$ cat src/rtl/c_requant_writer_pkg.sv
// Shared constants, state encoding and the requantisation arithmetic for the
// C-result writer that sits behind the 16x49 x 49x32 matrix multiplier.
package c_requant_writer_pkg;

    localparam int NUM_WORDS = 512;
    localparam int NUM_COLS  = 32;
    localparam int C_W       = 32;
    localparam int OUT_W     = 16;
    localparam int BIAS_W    = 16;
    localparam int ADDR_W    = 9;

    typedef enum logic [1:0] {
        IDLE      = 2'd0,
        LOAD_BIAS = 2'd1,
        RUN       = 2'd2,
        DONE      = 2'd3
    } state_t;

    // Round-half-up arithmetic shift of a 33-bit sum in 34-bit headroom,
    // then saturate to int16 and optionally clamp negatives to zero.
    function automatic logic signed [OUT_W-1:0] requant(
        input logic signed [C_W:0] sum,
        input logic        [4:0]   shift,
        input logic                relu
    );
        logic signed [C_W+1:0]  r;
        logic signed [OUT_W-1:0] res;
        r = {sum[C_W], sum};
        if (shift != 5'd0) begin
            r = (r + (34'sd1 <<< (shift - 5'd1))) >>> shift;
        end
        if (r > 34'sd32767) begin
            res = 16'sh7fff;
        end else if (r < -34'sd32768) begin
            res = 16'sh8000;
        end else begin
            res = r[OUT_W-1:0];
        end
        if (relu && res[OUT_W-1]) begin
            res = '0;
        end
        return res;
    endfunction

endpackage

$ cat src/rtl/sync_fifo.sv
// Single-clock FIFO with show-ahead read data; a push while full is accepted
// only when a pop frees the slot in the same cycle.
module sync_fifo #(
    parameter int WIDTH = 8,
    parameter int DEPTH = 4
) (
    input  logic             clk,
    input  logic             reset,
    input  logic             push,
    input  logic [WIDTH-1:0] wdata,
    input  logic             pop,
    output logic [WIDTH-1:0] rdata,
    output logic             full,
    output logic             empty
);

    localparam int PW = $clog2(DEPTH);

    logic [WIDTH-1:0] mem [DEPTH];
    logic [PW:0]      wr_ptr;
    logic [PW:0]      rd_ptr;
    logic             do_push;
    logic             do_pop;

    // Extra pointer bit distinguishes full from empty when the indices match.
    assign empty   = (wr_ptr == rd_ptr);
    assign full    = (wr_ptr[PW] != rd_ptr[PW]) && (wr_ptr[PW-1:0] == rd_ptr[PW-1:0]);
    assign do_pop  = pop && !empty;
    assign do_push = push && (!full || do_pop);
    assign rdata   = mem[rd_ptr[PW-1:0]];

    always_ff @(posedge clk or posedge reset) begin
        if (reset) begin
            wr_ptr <= '0;
            rd_ptr <= '0;
        end else begin
            if (do_push) wr_ptr <= wr_ptr + 1'b1;
            if (do_pop)  rd_ptr <= rd_ptr + 1'b1;
        end
    end

    always_ff @(posedge clk) begin
        if (do_push) mem[wr_ptr[PW-1:0]] <= wdata;
    end

endmodule

$ cat src/rtl/c_requant_writer.sv
// Captures the multiplier's C write stream, adds per-column bias, requantises
// to int16 and streams results to the activation buffer.
module c_requant_writer
    import c_requant_writer_pkg::*;
#(
    parameter int FIFO_DEPTH = 4
) (
    input  logic              clk,
    input  logic              reset,
    input  logic              start,
    input  logic [4:0]        shift,
    input  logic              relu_en,
    output logic [4:0]        bias_addr,
    input  logic [BIAS_W-1:0] bias_data,
    input  logic              in_we,
    input  logic [ADDR_W-1:0] in_addr,
    input  logic [C_W-1:0]    in_data,
    input  logic              in_done,
    output logic              out_valid,
    input  logic              out_ready,
    output logic [ADDR_W-1:0] out_addr,
    output logic [OUT_W-1:0]  out_data,
    output logic              done,
    output logic              overflow_err,
    output logic              count_err
);

    state_t state;
    state_t state_next;

    logic [5:0]               load_cnt;
    logic [4:0]               shift_q;
    logic                     relu_q;
    logic                     done_seen;
    logic [9:0]               out_count;
    logic signed [BIAS_W-1:0] bias_rf [NUM_COLS];

    logic [ADDR_W+C_W-1:0]    fifo_rdata;
    logic                     fifo_push;
    logic                     fifo_pop;
    logic                     fifo_full;
    logic                     fifo_empty;
    logic [C_W-1:0]           fifo_c;
    logic [ADDR_W-1:0]        fifo_a;
    logic [BIAS_W-1:0]        bias_sel;

    logic                     s1_valid;
    logic [ADDR_W-1:0]        s1_addr;
    logic signed [C_W:0]      s1_sum;
    logic                     stall;
    logic                     drain_done;

    assign stall      = out_valid && !out_ready;
    assign fifo_push  = in_we && (state == LOAD_BIAS || state == RUN);
    assign fifo_pop   = (state == RUN) && !fifo_empty && !stall;
    assign fifo_c     = fifo_rdata[C_W-1:0];
    assign fifo_a     = fifo_rdata[ADDR_W+C_W-1:C_W];
    assign bias_sel   = bias_rf[fifo_a[4:0]];
    assign drain_done = done_seen && fifo_empty && !s1_valid && !out_valid;

    sync_fifo #(
        .WIDTH (ADDR_W + C_W),
        .DEPTH (FIFO_DEPTH)
    ) u_fifo (
        .clk   (clk),
        .reset (reset),
        .push  (fifo_push),
        .wdata ({in_addr, in_data}),
        .pop   (fifo_pop),
        .rdata (fifo_rdata),
        .full  (fifo_full),
        .empty (fifo_empty)
    );

    always_ff @(posedge clk or posedge reset) begin
        if (reset) state <= IDLE;
        else       state <= state_next;
    end

    always_comb begin
        state_next = state;
        bias_addr  = 5'd0;
        done       = 1'b0;
        case (state)
            IDLE:      if (start) state_next = LOAD_BIAS;
            LOAD_BIAS: begin
                bias_addr = load_cnt[4:0];
                if (load_cnt == 6'd32) state_next = RUN;
            end
            RUN:       if (drain_done) state_next = DONE;
            DONE: begin
                done       = 1'b1;
                state_next = IDLE;
            end
            default:   state_next = IDLE;
        endcase
    end

    // Control registers; a start in IDLE re-arms everything for a new matrix.
    always_ff @(posedge clk or posedge reset) begin
        if (reset) begin
            load_cnt     <= '0;
            shift_q      <= '0;
            relu_q       <= 1'b0;
            done_seen    <= 1'b0;
            overflow_err <= 1'b0;
            count_err    <= 1'b0;
            out_count    <= '0;
        end else if (state == IDLE && start) begin
            load_cnt     <= '0;
            shift_q      <= shift;
            relu_q       <= relu_en;
            done_seen    <= 1'b0;
            overflow_err <= 1'b0;
            count_err    <= 1'b0;
            out_count    <= '0;
        end else begin
            if (state == LOAD_BIAS) load_cnt <= load_cnt + 6'd1;
            if (in_done && (state == LOAD_BIAS || state == RUN)) done_seen <= 1'b1;
            if (fifo_push && fifo_full && !fifo_pop) overflow_err <= 1'b1;
            if (out_valid && out_ready) out_count <= out_count + 10'd1;
            if (state == RUN && drain_done) count_err <= (out_count != 10'(NUM_WORDS));
        end
    end

    // ROM data lags its address by one cycle, so capture entry k-1 at count k.
    always_ff @(posedge clk or posedge reset) begin
        if (reset) begin
            for (int i = 0; i < NUM_COLS; i++) bias_rf[i] <= '0;
        end else if (state == LOAD_BIAS && load_cnt != 6'd0) begin
            bias_rf[load_cnt[4:0] - 5'd1] <= bias_data;
        end
    end

    always_ff @(posedge clk or posedge reset) begin
        if (reset) begin
            s1_valid  <= 1'b0;
            s1_addr   <= '0;
            s1_sum    <= '0;
            out_valid <= 1'b0;
            out_addr  <= '0;
            out_data  <= '0;
        end else if (!stall) begin
            s1_valid  <= fifo_pop;
            if (fifo_pop) begin
                s1_addr <= fifo_a;
                s1_sum  <= {fifo_c[C_W-1], fifo_c} + {{(C_W-BIAS_W+1){bias_sel[BIAS_W-1]}}, bias_sel};
            end
            out_valid <= s1_valid;
            if (s1_valid) begin
                out_addr <= s1_addr;
                out_data <= requant(s1_sum, shift_q, relu_q);
            end
        end
    end

endmodule

$ cat config.mk
export PLATFORM = sky130hd
export DESIGN_NAME = c_requant_writer
export DESIGN_NICKNAME = d
export VERILOG_FILES = /design/src/rtl/c_requant_writer_pkg.sv /design/src/rtl/sync_fifo.sv /design/src/rtl/c_requant_writer.sv
export SDC_FILE = /design/constraint.sdc
export NUM_CORES = 2
export LEC_CHECK = 0
export ABC_CLOCK_PERIOD_IN_PS = 50400
export CAP_MARGIN = 0
export CORE_ASPECT_RATIO = 1.4
export CORE_UTILIZATION = 45
export CTS_CLUSTER_DIAMETER = 100
export CTS_CLUSTER_SIZE = 25
export DETAILED_ROUTE_END_ITERATION = 8
export PLACE_DENSITY = 0.7
export SLEW_MARGIN = 30
export SYNTH_ARGS = -nofsm -noshare
export SYNTH_HDL_FRONTEND = slang
export SYNTH_SLANG_ARGS = --single-unit
export TNS_END_PERCENT = 10
$ cat constraint.sdc
create_clock -name clk -period 50.4 [get_ports clk]
set_input_delay 12.6 -clock clk [delete_from_list [all_inputs] [get_ports clk]]
set_output_delay 12.6 -clock clk [all_outputs]
set_load 0.03 [all_outputs]
==> results.txt <==
----------------------------------------------------
[Synth]
  Most area-hungry cell type in the Yosys netlist ... sky130_fd_sc_hd__dfrtp_1
  Number of distinct standard cells referenced by the synthesized netlist ... a little under 100
  Gate count after technology mapping ... 3,091
  Cells taking the most area after synthesis ... sky130_fd_sc_hd__dfrtp_1 (38%), sky130_fd_sc_hd__mux2_2 (15%), sky130_fd_sc_hd__edfxtp_1 (12%), sky130_fd_sc_hd__mux4_2 (11%), sky130_fd_sc_hd__ha_1 (2.5%)
  Area share of the leading cell type in the synthesized netlist ... 37.82%
  FF+latch count, synth ... a little under 800
  Ys async rst share ... 78.92%
  Mapped Area ... 40,620 um^2
  Most used flip-flop cell after synthesis ... sky130_fd_sc_hd__dfrtp_1
  Nets in the synthesized netlist ... around 3,200
  EDFF count, synth ... 164
  Share of synthesized area occupied by flip-flops and latches ... between 40% and 50%
  Average instance area after synthesis ... around 13 um^2
  Yosys Warn Count ... 0

[Detailed routing]
  Number of vias per cell after detailed routing ... between 6 and 7
  Remaining antenna violation count ... 0
  Final routed wire length divided by cell count ... 25.58 um
  DRC violation total after the first TritonRoute iteration ... 2,268
  DR vias ... 26,431
  Detailed Route WL ... 109,600 um
  Count of unresolved DRC violations after routing ... 0
  DRT Pass-1 Iters ... 5

[Timing]
  Setup-violating endpoint count in the final report ... 0
  Setup repair after global routing missed its margin ... no
  Relative max-transition margin ... 33.44%
  Total negative slack ... 0 ns
  F_max ... 0.06624 GHz
  Count of endpoints failing hold in the final timing report ... 0
  Worst-case setup margin in the final layout ... ~35 ns
  Worst Tran Pin Value ... 0.9924 ns
  Final critical path time including I/O delays and setup ... 15.10 ns
  Final Max Slew Viols ... 0
  Fraction of the cycle the final worst path needs ... 29.95%
  Final setup skew ... 0.03599 ns

[Worst hold path]
  Worst hold path endpoint ... u_fifo.rd_ptr[2]
  Launch instance of the worst min-delay path ... u_fifo.rd_ptr[2]
  Hold path depth ... 1
  Worst min path class ... reg2reg

[Clock tree]
  Root Buffer ... sky130_fd_sc_hd__clkbuf_16
  Hold_buf cts ... 0
  H-tree depth reported by CTS ... 2
  Clk pin slew, worst setup/hold paths ... roughly 0.10 ns
  Post-CTS Repair Setup Buffers ... 0
  Clock insertion delay at the later pin of the skew report ... between 0.6 and 0.7 ns
  CTS-repair resized insts ... 0
  TritonCTS clock tree ... built
  CTS max path bufs ... 3
  Number of buffers added by the clock tree synthesis step ... 39
  Count of clock tree sinks ... slightly below 800

[Place]
  Detailed-placement wirelength estimate ... between 70,000 and 80,000 um
  Setup slack at placement ... 34.97 ns
  Number of port buffers ... 102
  Placer Congestion ... slightly below 1

[Flow run]
  Number of maximum-capacitance violations ... 0

[GRT]
  Antenna violations before repair ... 7
  Global-route wire length before repair ... 167,100 um
  Maximum number of pins on one net before global-route repair ... 193
  Global-route track usage on met1 ... 29.25%
  Global-route met2 utilization ... 42.32%
  Remaining Overflow, GRT ... 0
  Vias in the first global route ... 26,822
  Gr usage total ... about a quarter
  Most used routing layer ... met2
  Global Route met3 Usage ... 2.792%

[Critical path]
  Reg2Reg Depth ... 20
  Critical path launch point type ... flop
  R2r startpoint ... u_fifo.rd_ptr[0]
  Data required time at the worst endpoint ... 37.80 ns
  R2r setup slk ... 41.64 ns
  Crit-path max FO ... 11
  Type of destination of the critical path ... primary output
  Reg-to-Reg End ... s1_sum[31]
  Arrival time at the worst endpoint ... 2.50 ns
  Critical Setup Path Class ... reg2out

[Layout]
  Area Overhead vs Synth ... 8.267%
  Final net count ... ~3,200
  Share of final-layout standard cells stronger than drive strength 1 ... roughly a third

[Die]
  I/O pin count ... 103
  Total number of placement rows ... 130
  DIE WIDTH ... 255.9 um
  Initial Util ... 45.33%
  CORE AREA ... 89,620 um^2
  Vertical die dimension ... 357.5 um
  Die Area ... between 90,000 and 100,000 um^2

[Run status]
  Run status ... finished, final reports clean

[Pwr]
  Leakage power figure ... 0.01829 uW
  Max IR drop VDD ... 0.00003952 V
  Power Dens Cells ... 65.64 nW/um^2

----------------------------------------------------
==> state kept, by name (all words and copies together) (netlist names), 2 cells and up <==
register / flops
load_cnt: 6
s1_addr: 9
u_fifo.rd_ptr: 3
u_fifo.wr_ptr: 3
u_fifo.mem: 164
s1_sum: 33
state: 2
out_data: 16
bias_rf: 512
out_count: 10
shift_q: 5
out_addr: 9
==> stage by stage <==
stage	power [uW]	hold slack, ns	utilization, %	cells	cell area (um^2)
finish	2887	0.5040	49.07	4283	43980
global route	3054	0.5178	49.07	4281	43980
CTS	2890	0.5032	49.08	4280	43980
detailed placement	2532	0.4879	47.80	4223	42840
global placement	2510	0.4801	47.84	4223	42880
floorplan	2084	0.4547	-	3091	40620
==> synthesized netlist by cell type (all sizes together) (7+ instances only) <==
cell     count
mux2       560
nand4       24
o21ai      117
o31ai       19
nor2b        9
a211o       13
clkbuf     179
a311oi       7
a21oi       95
xor2        33
ha          82
a21o        34
and2        19
a211oi      42
xnor2       31
or3         21
nand2      168
a31oi       34
o21bai       9
nor4        13
o21a        20
nor2       173
or4          7
mux4       204
mux2i       37
inv         31
o2111ai      8
edfxtp     164
a2111oi     13
a221oi       9
dfrtp      614
and3        15
nand3       65
o211ai      21
nor3        48
buf         45
nand2b      11
==> cell usage in the layout (no fill, tap or decap), drive strengths merged, types with 20 or more instances in the layout <==
cell | Yosys | layout
o211ai | 21 | 21
buf | 45 | 83
xnor2 | 31 | 31
clkdlybuf4s50 | 0 | 86
a21oi | 95 | 95
xor2 | 33 | 33
edfxtp | 164 | 164
mux2i | 37 | 37
inv | 31 | 35
a21o | 34 | 34
clkbuf | 179 | 49
a31oi | 34 | 34
dfrtp | 614 | 614
o21ai | 117 | 117
o21a | 20 | 20
or3 | 21 | 21
nand4 | 24 | 24
mux4 | 204 | 204
a211oi | 42 | 42
mux2 | 560 | 560
nor3 | 48 | 48
nand3 | 65 | 65
nor2 | 173 | 173
nand2 | 168 | 168
ha | 82 | 82
==> worst max-delay path, cell delays in order, from the launching register on <==
cell and delay, ns:
sky130_fd_sc_hd__dfrtp_1 0.43, sky130_fd_sc_hd__inv_1 0.11, sky130_fd_sc_hd__ha_1 0.42, sky130_fd_sc_hd__and2_1 0.23, sky130_fd_sc_hd__clkdlybuf4s50_1 0.70
==> final cells by class <==
cell class / count / area, um^2
Fill cell: 7746 / 45640
Sequential cell: 778 / 20300
Multi-Input combinational cell: 2056 / 19430
Timing Repair Buffer: 169 / 1489
Tap cell: 1188 / 1486
Clock buffer: 49 / 1035
Inverter: 33 / 131.4
Clock inverter: 8 / 112.6
Antenna cell: 2 / 5.005
==> worst max-delay path by stage <==
stage | to | slack, ns | depth (start not counted) | start
after floorplan | bias_rf[0] | 20.61 | 1 | reset
after detailed placement | u_fifo.wr_ptr[2] | 34.97 | 7 | out_ready
after global placement | u_fifo.wr_ptr[2] | 35.00 | 7 | out_ready
after global routing | bias_addr[2] | 35.16 | 4 | state[1]
final | bias_addr[2] | 35.30 | 4 | state[1]
after CTS | bias_addr[2] | 35.26 | 4 | state[1]
==> cells by family (layout without fill, tap and decap cells) <==
kind of cell,after synthesis,in the layout,share of synthesized area (%)
compound gates,508,508,8.750
simple gates,599,599,7.105
mux,801,801,27.74
buf+inv,257,259,2.452
fa+ha+maj,84,84,2.624
xor+xnor,64,64,1.380
flops,778,778,49.94
other cells,0,2,0
==> power breakdown <==
part / switching (uW) / internal (uW) / leakage (uW)
Combinational: 902 / 690 / 0.00832
Sequential: 114 / 826 / 0.00942
Clock: 205 / 150 / 0.000552
Total: 1220 / 1670 / 0.0183
==> metal layers <==
metal | wire length [um] | share of wire, %
met3 | 4928 | 4.5
met4 | 5646 | 5.2
met1 | 43000 | 39
met5 | 38 | 0.035
met2 | 55950 | 51
No activity file was read; power rests on OpenSTA's default activity.
